==> config.mk <==
export PLATFORM = sky130hd
export DESIGN_NAME = uvmt_udma_rx_proto_chkr
export DESIGN_NICKNAME = d
export VERILOG_FILES = /design/src/rtl/uvmt_udma_rx_proto_chkr.sv
export SDC_FILE = /design/constraint.sdc
export NUM_CORES = 1
export LEC_CHECK = 0
export CORE_MARGIN = 5
export CORE_UTILIZATION = 40
export CTS_BUF_LIST = sky130_fd_sc_hd__clkbuf_4 sky130_fd_sc_hd__clkbuf_8
export DETAILED_ROUTE_END_ITERATION = 8
export PLACE_DENSITY = 0.79
export SLEW_MARGIN = 25
export SYNTH_ARGS = -nofsm -noshare
export SYNTH_HDL_FRONTEND = slang
export SYNTH_SLANG_ARGS = --single-unit
==> constraint.sdc <==
create_clock -name clk_i -period 3.8 [get_ports clk_i]
set_input_delay 0.57 -clock clk_i [delete_from_list [all_inputs] [get_ports clk_i]]
set_output_delay 0.57 -clock clk_i [all_outputs]
set_load 0.01 [all_outputs]
==> src/rtl/uvmt_udma_rx_proto_chkr.sv <==
// uvmt_udma_rx_proto_chkr
// Multi-channel uDMA Rx data-plane protocol checker. Pure observer: tracks
// each configured transfer, counts handshaken bytes, records the first
// protocol violation as a sticky error code and pulses completion.
// Optional stall watchdog: define UVMT_UDMA_RX_PROTO_CHKR_TIMEOUT_EN.
`timescale 1ns/1ps

module uvmt_udma_rx_proto_chkr #(
  parameter int unsigned N_CH    = 4,
  parameter int unsigned DATA_W  = 32,
  parameter int unsigned SIZE_W  = 20,
  parameter int unsigned TMO_CYC = 256
) (
  input  logic                     clk_i,
  input  logic                     rstn_i,
  input  logic [N_CH-1:0]          start_i,
  input  logic [N_CH*SIZE_W-1:0]   size_i,
  input  logic [N_CH*2-1:0]        datasize_i,
  input  logic [N_CH-1:0]          valid_i,
  input  logic [N_CH-1:0]          ready_i,
  input  logic [N_CH*DATA_W-1:0]   data_i,
  input  logic [N_CH-1:0]          clr_i,
  output logic [N_CH-1:0]          busy_o,
  output logic [N_CH-1:0]          done_o,
  output logic [N_CH-1:0]          err_o,
  output logic [N_CH*3-1:0]        err_code_o,
  output logic [N_CH*SIZE_W-1:0]   remaining_o
);

  typedef enum logic [1:0] {
    ST_IDLE   = 2'd0,
    ST_ACTIVE = 2'd1,
    ST_ERR    = 2'd2
  } state_t;

  typedef enum logic [2:0] {
    CODE_NONE       = 3'd0,
    CODE_DROP       = 3'd1,
    CODE_UNSTABLE   = 3'd2,
    CODE_OVERRUN    = 3'd3,
    CODE_BAD_DS     = 3'd4,
    CODE_TIMEOUT    = 3'd5,
    CODE_START_BUSY = 3'd6
  } code_t;

  for (genvar g = 0; g < N_CH; g++) begin : g_ch

    // Per-channel views of the flattened buses
    logic              start;
    logic [SIZE_W-1:0] size;
    logic [1:0]        ds;
    logic              valid;
    logic              ready;
    logic [DATA_W-1:0] data;
    logic              clr;
    logic              hs;

    assign start = start_i[g];
    assign size  = size_i[g*SIZE_W +: SIZE_W];
    assign ds    = datasize_i[g*2 +: 2];
    assign valid = valid_i[g];
    assign ready = ready_i[g];
    assign data  = data_i[g*DATA_W +: DATA_W];
    assign clr   = clr_i[g];
    assign hs    = valid & ready;

    // Channel state
    state_t            state_q, state_d;
    logic [SIZE_W-1:0] rem_q, rem_d;
    logic [2:0]        beat_q, beat_d;
    code_t             code_q, code_d;
    logic              done_q, done_d;

    // Previous-cycle data-plane history for DROP / UNSTABLE detection
    logic              valid_prev_q;
    logic              hs_prev_q;
    logic              stall_prev_q;
    logic [DATA_W-1:0] data_prev_q;

    // Violation detectors
    logic              drop;
    logic              unstable;
    logic              overrun;
    logic              bad_ds;
    logic              timeout;
    logic              start_busy;
    logic              viol;
    code_t             viol_code;
    logic [SIZE_W-1:0] beat_ext;

    assign beat_ext = {{(SIZE_W-3){1'b0}}, beat_q};

    assign drop       = valid_prev_q & ~valid & ~hs_prev_q;
    assign unstable   = stall_prev_q & valid & (data != data_prev_q);
    assign overrun    = hs & ((state_q == ST_IDLE) ||
                              ((state_q == ST_ACTIVE) && (beat_ext > rem_q)));
    assign bad_ds     = start & (ds == 2'd3);
    assign start_busy = start & (state_q == ST_ACTIVE);

`ifdef UVMT_UDMA_RX_PROTO_CHKR_TIMEOUT_EN
    localparam int unsigned TMO_W = $clog2(TMO_CYC + 1);

    logic [TMO_W-1:0] stall_cnt_q, stall_cnt_d;

    // Stall counter: ACTIVE cycles with valid held and no ready
    always_comb begin
      stall_cnt_d = '0;
      timeout     = 1'b0;
      if ((state_q == ST_ACTIVE) && valid && !ready) begin
        stall_cnt_d = stall_cnt_q + 1'b1;
        timeout     = (stall_cnt_d == TMO_W'(TMO_CYC));
      end
    end

    // Stall counter register
    always_ff @(posedge clk_i) begin
      if (!rstn_i) stall_cnt_q <= '0;
      else         stall_cnt_q <= stall_cnt_d;
    end
`else
    assign timeout = 1'b0;
`endif

    // Lowest code wins when several violations hit on the same edge
    always_comb begin
      viol      = 1'b1;
      viol_code = CODE_NONE;
      if      (drop)       viol_code = CODE_DROP;
      else if (unstable)   viol_code = CODE_UNSTABLE;
      else if (overrun)    viol_code = CODE_OVERRUN;
      else if (bad_ds)     viol_code = CODE_BAD_DS;
      else if (timeout)    viol_code = CODE_TIMEOUT;
      else if (start_busy) viol_code = CODE_START_BUSY;
      else                 viol      = 1'b0;
    end

    // Next-state and transfer bookkeeping; clr overrides every event
    always_comb begin
      state_d = state_q;
      rem_d   = rem_q;
      beat_d  = beat_q;
      code_d  = code_q;
      done_d  = 1'b0;
      if (clr) begin
        state_d = ST_IDLE;
        rem_d   = '0;
        code_d  = CODE_NONE;
      end else begin
        case (state_q)
          ST_IDLE: begin
            if (viol) begin
              state_d = ST_ERR;
              code_d  = viol_code;
            end else if (start) begin
              if (size == '0) begin
                done_d = 1'b1;
              end else begin
                state_d = ST_ACTIVE;
                rem_d   = size;
                case (ds)
                  2'd0:    beat_d = 3'd1;
                  2'd1:    beat_d = 3'd2;
                  default: beat_d = 3'd4;
                endcase
              end
            end
          end
          ST_ACTIVE: begin
            if (viol) begin
              state_d = ST_ERR;
              code_d  = viol_code;
              // A restart abandons the in-flight transfer
              if (start_busy) rem_d = '0;
            end else if (hs) begin
              rem_d = rem_q - beat_ext;
              if (rem_d == '0) begin
                state_d = ST_IDLE;
                done_d  = 1'b1;
              end
            end
          end
          ST_ERR: begin
            // First error wins; hold until cleared
          end
          default: begin
            state_d = ST_IDLE;
            rem_d   = '0;
            code_d  = CODE_NONE;
          end
        endcase
      end
    end

    // Channel state registers
    always_ff @(posedge clk_i) begin
      if (!rstn_i) begin
        state_q <= ST_IDLE;
        rem_q   <= '0;
        beat_q  <= '0;
        code_q  <= CODE_NONE;
        done_q  <= 1'b0;
      end else begin
        state_q <= state_d;
        rem_q   <= rem_d;
        beat_q  <= beat_d;
        code_q  <= code_d;
        done_q  <= done_d;
      end
    end

    // Data-plane history registers
    always_ff @(posedge clk_i) begin
      if (!rstn_i) begin
        valid_prev_q <= 1'b0;
        hs_prev_q    <= 1'b0;
        stall_prev_q <= 1'b0;
        data_prev_q  <= '0;
      end else begin
        valid_prev_q <= valid;
        hs_prev_q    <= hs;
        stall_prev_q <= valid & ~ready;
        data_prev_q  <= data;
      end
    end

    assign busy_o[g]                       = (state_q == ST_ACTIVE);
    assign done_o[g]                       = done_q;
    assign err_o[g]                        = (state_q == ST_ERR);
    assign err_code_o[g*3 +: 3]            = code_q;
    assign remaining_o[g*SIZE_W +: SIZE_W] = rem_q;
  end

endmodule

==> results.toml, run 1 <==
[setup_path]
startpoint_type = "register"
criticalPathCategory = "reg -> reg"
path_max_fanout = 21
cp.arrival_ps = 3890
cp_data_required_time_ps = 4210
cp-end-kind = "register"

[final_layout]
final_cell_area_um2 = 18130
drive_above_1_share = 0.07345
multiInputGateArea_um2 = 7696
layout.nets = 2169
seqCellArea_um2 = 5125
fillCellCount = 2958
syn_to_final_growth_pct = 36.28

[sta]
rsz0062_at_grt = "no"
worst_clock_skew_ps = 19.16
slew_viol_final = 0
max-slew-margin-rel = 0.4533
clock.fmax_mhz = 286.8
worst_pin_slew_ps = 820.1
setup_viol = 0
fin_tns_setup_ps = 0
fin_crit_sh = 0.9175
period_minus_slack_ps = 3486
finalHoldViolCount = 0

[floorplan]
core_um2 = 32700
die_h_um = 192.4
die_w_um = 192.4
start_util = 0.4068
num_io_pins = 338
rows = 66
die-area_um2 = 37000

[grt]
antenna_found_initial = 5
track_usage = 0.2118
grt_overflow = 0
grt_pass1_vias = 13002
grt_max_degree = 108
grt_pass1_wl_um = 64940

[power]
power_frac_comb = 0.212
intPower_w = 0.005129
max-vdd-ir-drop_v = 0.0002583
pwr-share-clk = 0.379
power_frac_seq = 0.409
p_leak_nw = 6.981
p_per_area_nw_per_um2 = 395.3
p_sw_frac = 0.2843
power.switching_w = 0.002037

[drt]
wire_per_inst_um = 17.07
drt_first_pass_iters = 6
viasPerCell = 5.453
vias = 13048
drc = 0
drtIter0Drc = 953
routed_wirelength_um = 40850
detail-route-antenna-nets = 0

[yosys]
ys_warn_count = 0
syn_inst = 1582
syn_area_um2 = 13300
ys_types = 76
synth-edff-count = 0
synth-async-reset-ratio = 0
seq_area_frac_synth = 0.3853
synth_seq_cells = 256
syn_area_per_cell_um2 = 8.409
synthFlopType = "dfxtp_1"
syn-num-nets = 1836

[clock_tree]
cts_tree = "yes"
cts_root_buffer = "clkbuf_8"
numCtsBuffers = 47
cts_sinks = 256
cts.path.max_buffers = 3
clk_pin_slew_ps = 60
cts-htree-levels = 2
clkLatencyLatePin_ps = 550
ctsResizeCount = 0
cts_setup_buffers = 0
cts_hold_buffers = 0

[flow_run]
max_cap_viol_count = 0

[placement]
gp_congestion = 0.9160
dpl-instance-area_um2 = 17140
place_hpwl_um = 31000
port_buffers = 337

[run_status]
status = "completed"

[min_path]
hp-class = "reg -> reg"
==> per-stage QoR <==
stage          cells  power (W)  hold WS, ps  setup slack (ps)    util
3_5_place_dp    2308   0.004487        454.0             264.8  0.5240
2_1_floorplan   1582   0.003848        454.7             573.5       -
5_1_grt         2393   0.007551        431.4             56.99  0.5544
4_1_cts         2389   0.007246        418.3             310.7  0.5539
6_report        2393   0.007166        462.4             313.5  0.5544
3_3_place_gp    2308   0.004453        463.9             338.8  0.5240
==> flip-flops by register name, indices dropped and copies added, names as in the netlist <==
name / flops
g_ch.beat_q: 12
g_ch.stall_prev_q: 4
g_ch.hs_prev_q: 4
g_ch.done_q: 4
g_ch.valid_prev_q: 4
g_ch.rem_q: 80
g_ch.data_prev_q: 128
g_ch.code_q: 12
g_ch.state_q: 8
==> synth_stat cells, types with 15 or more instances <==
| cell type | instances | area (um^2) |
|---|---|---|
| nor3_1 | 49 | 245.2 |
| buf_2 | 15 | 75.07 |
| nand2_1 | 132 | 495.5 |
| a221oi_1 | 22 | 192.7 |
| nor2b_1 | 34 | 212.7 |
| dfxtp_1 | 256 | 5125 |
| nand2b_1 | 22 | 137.6 |
| nor2_1 | 117 | 439.2 |
| a21oi_1 | 86 | 430.4 |
| inv_1 | 33 | 123.9 |
| ha_1 | 16 | 200.2 |
| nand4_1 | 20 | 125.1 |
| a211oi_1 | 18 | 135.1 |
| o21ai_0 | 71 | 355.3 |
| nand3_1 | 33 | 165.2 |
| and2_1 | 140 | 875.8 |
| nor4_1 | 67 | 419.2 |
| xor2_1 | 121 | 1060 |
| clkbuf_1 | 62 | 232.7 |
| o31ai_1 | 15 | 112.6 |
| xnor2_1 | 43 | 376.6 |
==> final timing paths <==
path                                  startpoint  cells past startpoint                              to  slack [ps]
hold reg to reg   g_ch[2].code_q[1]$_SDFFE_PP0P_                      1  g_ch[2].code_q[1]$_SDFFE_PP0P_         460
setup / recovery   g_ch[0].rem_q[0]$_SDFFE_PP0P_                     12  g_ch[0].rem_q[14]$_SDFFE_PP0P_         310
hold / removal    g_ch[2].code_q[1]$_SDFFE_PP0P_                      1  g_ch[2].code_q[1]$_SDFFE_PP0P_         460
setup reg to reg   g_ch[0].rem_q[0]$_SDFFE_PP0P_                     12  g_ch[0].rem_q[14]$_SDFFE_PP0P_         310
==> power groups by stage <==
stage	registers (W)	logic, W	clock network, W
final	0.00293	0.00152	0.00272
after global routing	0.00294	0.00168	0.00293
after CTS	0.00293	0.00151	0.00280
after detailed placement	0.00298	0.00150	0
after global placement	0.00298	0.00148	0
after floorplan	0.00296	0.000883	0
==> per-layer routing <==
metal | GRT usage | part of all wire | wire length, um | vias to the layer above
met3 | 0.05861 | 0.091 | 3734 | 100
li1 | - | - | - | 6284
met4 | 0.08283 | 0.033 | 1350 | 2
met1 | 0.2574 | 0.40 | 16310 | 6102
met5 | 0 | 0.00032 | 13 | -
met2 | 0.3561 | 0.48 | 19440 | 560
==> cell usage in the layout, fill, tap and decap left out, types with 15 or more instances in the layout <==
cell type        count
a211oi_1            18
a21oi_1             86
a221oi_1            22
and2_1             140
buf_4               32
clkbuf_8            58
clkdlybuf4s50_1    336
dfxtp_1            256
ha_1                16
inv_1               33
nand2_1            132
nand2b_1            20
nand3_1             33
nand4_1             20
nor2_1             117
nor2b_1             34
nor3_1              48
nor4_1              67
o21ai_0             71
o31ai_1             15
xnor2_1             43
xor2_1             121
==> area by class of cell <==
cell class,count,area share
antenna,4,0.0005521
clock buffer,71,0.04942
clock inverter,10,0.004486
inverter,33,0.006833
multi-input combinational,1207,0.4245
sequential,256,0.2827
tap,442,0.03051
timing repair buffer,370,0.2010
==> kinds of logic after synthesis <==
logic type,after synthesis,synth area share
compound gates,318,0.1572
xor+xnor,164,0.1080
fa+ha+maj,20,0.02107
buf+inv,119,0.03696
flops,256,0.3853
mux,11,0.008277
simple gates,694,0.2833
==> worst max-delay path: stages, from the launching register on <==
cell      delay (ps)
dfxtp_1          310
inv_1            100
ha_1             150
inv_1             50
fa_1             450
a2111o_1         490
or3_4            380
o21ai_1          220
nor3_1           130
o22a_1           280
o211a_1          360
a221oi_1         340
nor3_1            90
No activity file was read; power rests on OpenSTA's default activity.
==> run 2, diff against run 1 <==
--- a/config.mk
+++ b/config.mk
@@ -5,9 +5,8 @@
 export SDC_FILE = /design/constraint.sdc
 export NUM_CORES = 1
 export LEC_CHECK = 0
-export CORE_MARGIN = 5
 export CORE_UTILIZATION = 40
-export CTS_BUF_LIST = sky130_fd_sc_hd__clkbuf_4 sky130_fd_sc_hd__clkbuf_8
+export CTS_BUF_LIST = sky130_fd_sc_hd__clkbuf_2
 export DETAILED_ROUTE_END_ITERATION = 8
 export PLACE_DENSITY = 0.79
 export SLEW_MARGIN = 25
==> constraint.sdc (replaced) <==
create_clock -name clk_i -period 3.7 [get_ports clk_i]
set_input_delay 0.555 -clock clk_i [delete_from_list [all_inputs] [get_ports clk_i]]
set_output_delay 0.555 -clock clk_i [all_outputs]
set_load 0.01 [all_outputs]
==> run 2 against run 1 <==
Against the previous run:
- die area down 8.1%
- cell count up 2.0%
- combinational power up 5%
- hold slack worse by 280 ps
- clock power down 27%
- sequential power up 2%
- flip-flop and latch count unchanged
- worst setup slack worse by 100 ps
- via count up 0.77%
- largest cell class unchanged
- highest routed layer unchanged
==> results.toml, run 2 (synthesized netlist as in run 1, its figures left out) <==
[clock_tree]
clk_pin_slew_ps = 100
ctsResizeCount = 0
cts.path.max_buffers = 3
cts-htree-levels = 3
cts_sinks = 256
clkLatencyLatePin_ps = 850
cts_setup_buffers = 0
numCtsBuffers = 73
cts_hold_buffers = 0
cts_root_buffer = "clkbuf_2"
cts_tree = "yes"

[sta]
period_minus_slack_ps = 3486
fin_crit_sh = 0.9422
rsz0062_at_grt = "no"
slew_viol_final = 0
max-slew-margin-rel = 0.4850
finalHoldViolCount = 0
worst_pin_slew_ps = 772.4
setup_viol = 0
fin_tns_setup_ps = 0
worst_clock_skew_ps = 69.79
clock.fmax_mhz = 286.9

[drt]
wire_per_inst_um = 16.44
drtIter0Drc = 1080
routed_wirelength_um = 40140
drc = 0
viasPerCell = 5.387
vias = 13149
drt_first_pass_iters = 5
detail-route-antenna-nets = 0

[power]
power.switching_w = 0.002129
p_sw_frac = 0.3235
max-vdd-ir-drop_v = 0.0002627
power_frac_seq = 0.456
power_frac_comb = 0.242
p_leak_nw = 6.985
p_per_area_nw_per_um2 = 368.8
pwr-share-clk = 0.303
intPower_w = 0.004452

[floorplan]
die_w_um = 184.4
die_h_um = 184.4
start_util = 0.4078
die-area_um2 = 33990
core_um2 = 32620
rows = 66
num_io_pins = 338

[final_layout]
post-route-util = 0.5471
final_cell_mix = "clkdlybuf4s50_1, dfxtp_1, and2_1"
fin_cells = 2441
multiInputGateArea_um2 = 7696
final_common_cell = "clkdlybuf4s50_1"
top_regs = "g_ch.data_prev_q (128), g_ch.rem_q (80)"
syn_to_final_growth_pct = 34.15
largest_register_ff_count = 128
seqCellArea_um2 = 5125
layout.nets = 2197
drive_above_1_share = 0.08868
regMostFlops = "g_ch.data_prev_q"
fillCellCount = 3012

[placement]
port_buffers = 337
dp_cells = 2310
place_hpwl_um = 30140
gp_congestion = 0.9303

[grt]
grt_max_degree = 105
track_usage = 0.2318
antenna_found_initial = 4
grt_pass1_wl_um = 63450
grt_pass1_vias = 12682
grt_overflow = 0

[setup_path]
r2r-start = "g_ch[0].rem_q[0]$_SDFFE_PP0P_"
slowest_stage = "or4_4"
startpoint_type = "register"
criticalPathCategory = "reg -> reg"
rr_worst_depth = 12
crit_chain = "inv_1 > ha_1 > inv_1 > fa_1 > a2111o_1 > or3_4 > nand2b_4 > nor2_1 > a31oi_1 > o22a_1 > or4_4 > a2111oi_2"
r2r-end = "g_ch[0].done_q$_SDFF_PP0_"
cp.arrival_ps = 4170
slowest_delay_ps = 550
cp_data_required_time_ps = 4390
path_max_fanout = 5
r2r_slack_ps = 210
cp-end-kind = "register"
crit_top_cell = "inv_1"

[min_path]
hp-class = "in -> reg"
hold_depth = 2
holdPathEnd = "g_ch[3].beat_q[0]$_SDFFE_PN0P_"
min-delay-start = "rstn_i"

[run_status]
status = "completed"

[flow_run]
max_cap_viol_count = 0
[run 2: layer usage]
metal	up-vias	GRT usage	part of all wire
met3	104	0.06204	0.089
met4	2	0.1153	0.035
li1	6370	-	-
met5	-	0	0.00025
met2	564	0.3748	0.46
met1	6109	0.2831	0.41
[run 2: per-stage QoR]
step | total power (W) | setup slack, ps | hold slack, ps | area, um^2
6_report | 0.006582 | 214.0 | 183.9 | 17850
5_1_grt | 0.006980 | 41.42 | 120.2 | 17850
4_1_cts | 0.006661 | 209.9 | 47.39 | 17830
3_5_place_dp | 0.004632 | 7.812 | 460.2 | 17210
3_3_place_gp | 0.004599 | -41.06 | 459.3 | 17210
2_1_floorplan | 0.003952 | 473.5 | 454.7 | 13300
[run 2: worst max-delay path by stage]
| stage | depth (start not counted) | slack, ps | start | to |
|---|---|---|---|---|
| after floorplan | 12 | 470 | g_ch[0].rem_q[0]$_SDFFE_PP0P_ | g_ch[0].done_q$_SDFF_PP0_ |
| after global placement | 10 | -40 | data_i[21] | g_ch[0].rem_q[15]$_SDFFE_PP0P_ |
| after detailed placement | 10 | 8 | data_i[21] | g_ch[0].rem_q[19]$_SDFFE_PP0P_ |
| after CTS | 12 | 210 | g_ch[0].rem_q[0]$_SDFFE_PP0P_ | g_ch[0].done_q$_SDFF_PP0_ |
| after global routing | 12 | 40 | g_ch[0].rem_q[0]$_SDFFE_PP0P_ | g_ch[0].done_q$_SDFF_PP0_ |
| final | 12 | 210 | g_ch[0].rem_q[0]$_SDFFE_PP0P_ | g_ch[0].done_q$_SDFF_PP0_ |
[run 2: layout make-up]
type,count,area share
Tap cell,442,0.03099
Sequential cell,256,0.2872
Inverter,33,0.006941
Clock buffer,111,0.03113
Antenna cell,3,0.0004207
Clock inverter,17,0.003576
Timing Repair Buffer,372,0.2085
Multi-Input combinational cell,1207,0.4313
[run 2: worst max-delay path: cells and delay by family (launching register included)]
family | cells | cell delay (ps)
buf+inv | 2 | 150
flops | 1 | 320
fa+ha+maj | 2 | 590
compound gates | 4 | 1070
simple gates | 4 | 1200
[run 2: power by group through the flow]
stage               clock network [W]  registers [W]  logic, W
finish                        0.00199        0.00300   0.00159
detailed placement                  0        0.00306   0.00157
global placement                    0        0.00306   0.00154
CTS                           0.00208        0.00300   0.00158
global route                  0.00223        0.00302   0.00173
floorplan                           0        0.00304  0.000907
==> run 3, diff against run 2 <==
--- a/config.mk
+++ b/config.mk
@@ -5,10 +5,14 @@
 export SDC_FILE = /design/constraint.sdc
 export NUM_CORES = 1
 export LEC_CHECK = 0
-export CORE_UTILIZATION = 40
+export ABC_AREA = 1
+export CELL_PAD_IN_SITES_DETAIL_PLACEMENT = 0
+export CELL_PAD_IN_SITES_GLOBAL_PLACEMENT = 2
+export CORE_UTILIZATION = 27
 export CTS_BUF_LIST = sky130_fd_sc_hd__clkbuf_2
+export CTS_CLUSTER_SIZE = 10
 export DETAILED_ROUTE_END_ITERATION = 8
-export PLACE_DENSITY = 0.79
+export PLACE_DENSITY = 0.94
 export SLEW_MARGIN = 25
 export SYNTH_ARGS = -nofsm -noshare
 export SYNTH_HDL_FRONTEND = slang
==> run 3 against run 2 <==
Against the previous run:
- clock skew grew 45 ps
- non-clock buffer count grew 125
- area after synthesis grew 15%
- sequential share of layout area shrank 5.0 points
- utilization shrank 16 points
- sequential power grew 2%
- fmax grew 10%
==> results.toml, run 3 <==
[clock_tree]
clk_pin_slew_ps = 90
cts.path.max_buffers = 3
cts_root_buffer = "clkbuf_2"
numCtsBuffers = 77
cts_sinks = 256
cts_hold_buffers = 137
cts-htree-levels = 3
ctsResizeCount = 0
clkLatencyLatePin_ps = 1080
cts_tree = "yes"
cts_setup_buffers = 0

[sta]
fin_crit_sh = 0.8543
finalHoldViolCount = 0
slew_viol_final = 0
worst_pin_slew_ps = 886.5
worst_clock_skew_ps = 115.1
rsz0062_at_grt = "no"
setup_viol = 0
max-slew-margin-rel = 0.4090
clock.fmax_mhz = 316.4
setup_slack_ps = 539.2
fin_tns_setup_ps = 0
hold_ws_ps = 184.6
period_minus_slack_ps = 3161

[yosys]
synth-edff-count = 0
synth_top_cell_by_area = "dfxtp_1"
syn_area_um2 = 15260
synth_seq_cells = 256
synthFlopType = "dfxtp_1"
syn_area_per_cell_um2 = 6.112
synth_most_common_cell = "nand2_1"
syn_inst = 2497
yosys-top-cells-area = "dfxtp_1, nand2_1, inv_1"
synth_commonest_cells = "nand2_1, inv_1, nor2_1"
synth-async-reset-ratio = 0
ys_types = 45
ys_warn_count = 0
syn-num-nets = 2751
seq_area_frac_synth = 0.3358
synth_top_area_share = 0.3358

[setup_path]
r2r-end = "g_ch[2].rem_q[8]$_SDFFE_PP0P_"
criticalPathCategory = "reg -> out"
cp_data_required_time_ps = 3140
cp.arrival_ps = 2610
cp-end-kind = "output port"
path_max_fanout = 8
startpoint_type = "register"
r2r-start = "g_ch[2].rem_q[0]$_SDFFE_PP0P_"
r2r_slack_ps = 750
rr_worst_depth = 17

[final_layout]
syn_to_final_growth_pct = 41.59
layout.nets = 3272
largest_register_ff_count = 128
final_common_cell = "nand2_1"
post-route-util = 0.3892
final_cell_mix = "nand2_1, inv_1, nor2_1"
drive_above_1_share = 0.05817
regMostFlops = "g_ch.data_prev_q"
top_regs = "g_ch.data_prev_q (128), g_ch.rem_q (80)"

[drt]
detail-route-antenna-nets = 0
drtIter0Drc = 884
vias = 16353
wl_met3_um = 2749
wl_met2_um = 25600
wire_per_inst_um = 13.76
drt_first_pass_iters = 5
drc = 0
routed_wirelength_um = 52820
viasPerCell = 4.260
maxUsedRoutingLayer = "met4"
met1Wirelength_um = 23140

[grt]
grt_overflow = 0
grt_pass1_vias = 16372
track_usage = 0.1835
antenna_found_initial = 10
grt_pass1_wl_um = 83280
grt_max_degree = 85

[floorplan]
start_util = 0.2749
num_io_pins = 338
core_um2 = 55520
die_h_um = 239.7
die-area_um2 = 57480
rows = 86
die_w_um = 239.7

[min_path]
hp-class = "in -> reg"
min-delay-start = "data_i[124]"
holdPathEnd = "g_ch[3].data_prev_q[28]$_SDFF_PN0_"
hold_depth = 3

[power]
p_per_area_nw_per_um2 = 372.5
max-vdd-ir-drop_v = 0.0001888
power_frac_seq = 0.379
pwr-share-clk = 0.296
power.switching_w = 0.003036
power_frac_comb = 0.325
p_leak_nw = 10.82
intPower_w = 0.005014
p_sw_frac = 0.3772

[placement]
place_hpwl_um = 40040
gp_congestion = 0.9054
dp_slack_ps = 368.3
port_buffers = 337

[flow_run]
max_cap_viol_count = 0

[run_status]
status = "completed"
-- run 3: how the worst max path moves through the flow --
stage               cells after the start  slack (ps)                              to                       startpoint
global route                            4         260                       busy_o[3]  g_ch[3].state_q[0]$_SDFFE_PP0P_
floorplan                              17        1230   g_ch[1].rem_q[9]$_SDFFE_PP0P_    g_ch[1].rem_q[0]$_SDFFE_PP0P_
detailed placement                     17         370  g_ch[2].rem_q[12]$_SDFFE_PP0P_                       data_i[68]
finish                                  4         540                       busy_o[3]  g_ch[3].state_q[0]$_SDFFE_PP0P_
global placement                       17         420   g_ch[2].rem_q[9]$_SDFFE_PP0P_                       data_i[80]
CTS                                     4         380                       busy_o[3]  g_ch[3].state_q[0]$_SDFFE_PP0P_
-- run 3: power groups by stage --
stage	Clock, W	Combinational [W]	Sequential (W)
after global routing	0.00265	0.00296	0.00307
after detailed placement	0	0.00249	0.00312
after global placement	0	0.00247	0.00311
after CTS	0.00252	0.00263	0.00305
final	0.00238	0.00262	0.00305
after floorplan	0	0.00157	0.00311
-- run 3: logic make-up (layout without fill, tap and decap cells) --
group           after synthesis  after routing  synth area share
flops                       256            256            0.3358
buf+inv                     496           1076            0.1278
xor+xnor                    150            150           0.08609
fa+ha+maj                    20             20           0.01837
other cells                   0             14                 0
compound gates              111            111           0.04247
simple gates               1464           1464            0.3894
-- run 3: stage by stage --
stage               cell area, um^2  total power, W  std cells
finish                        21610        0.008050       3839
global route                  21610        0.008684       3839
CTS                           21570        0.008200       3825
detailed placement            19460        0.005606       3550
global placement              19460        0.005585       3550
floorplan                     15260        0.004673       2497
-- run 3: final cells by class --
cell class	instances	area, um^2
repair buffers	497	4927
well taps	748	935.9
clock buffers	106	530.5
diodes	14	35.03
flip-flops and latches	256	5125
clock inverters	32	211.5
fillers	5988	33920
multi-input cells	1745	8185
inverters	441	1658
-- run 3: layer usage --
metal  GRT usage  vias to the layer above
met5           0                        -
met3     0.04103                      103
met4     0.06216                        0
li1            -                     8569
met2      0.3248                      408
met1      0.2162                     7273
-- run 3: worst max-delay path, cell delays in order, from the launching register on --
cell and delay, ps:
dfxtp_1 400, inv_2 70, nor2_1 310, buf_4 260, clkdlybuf4s50_1 550
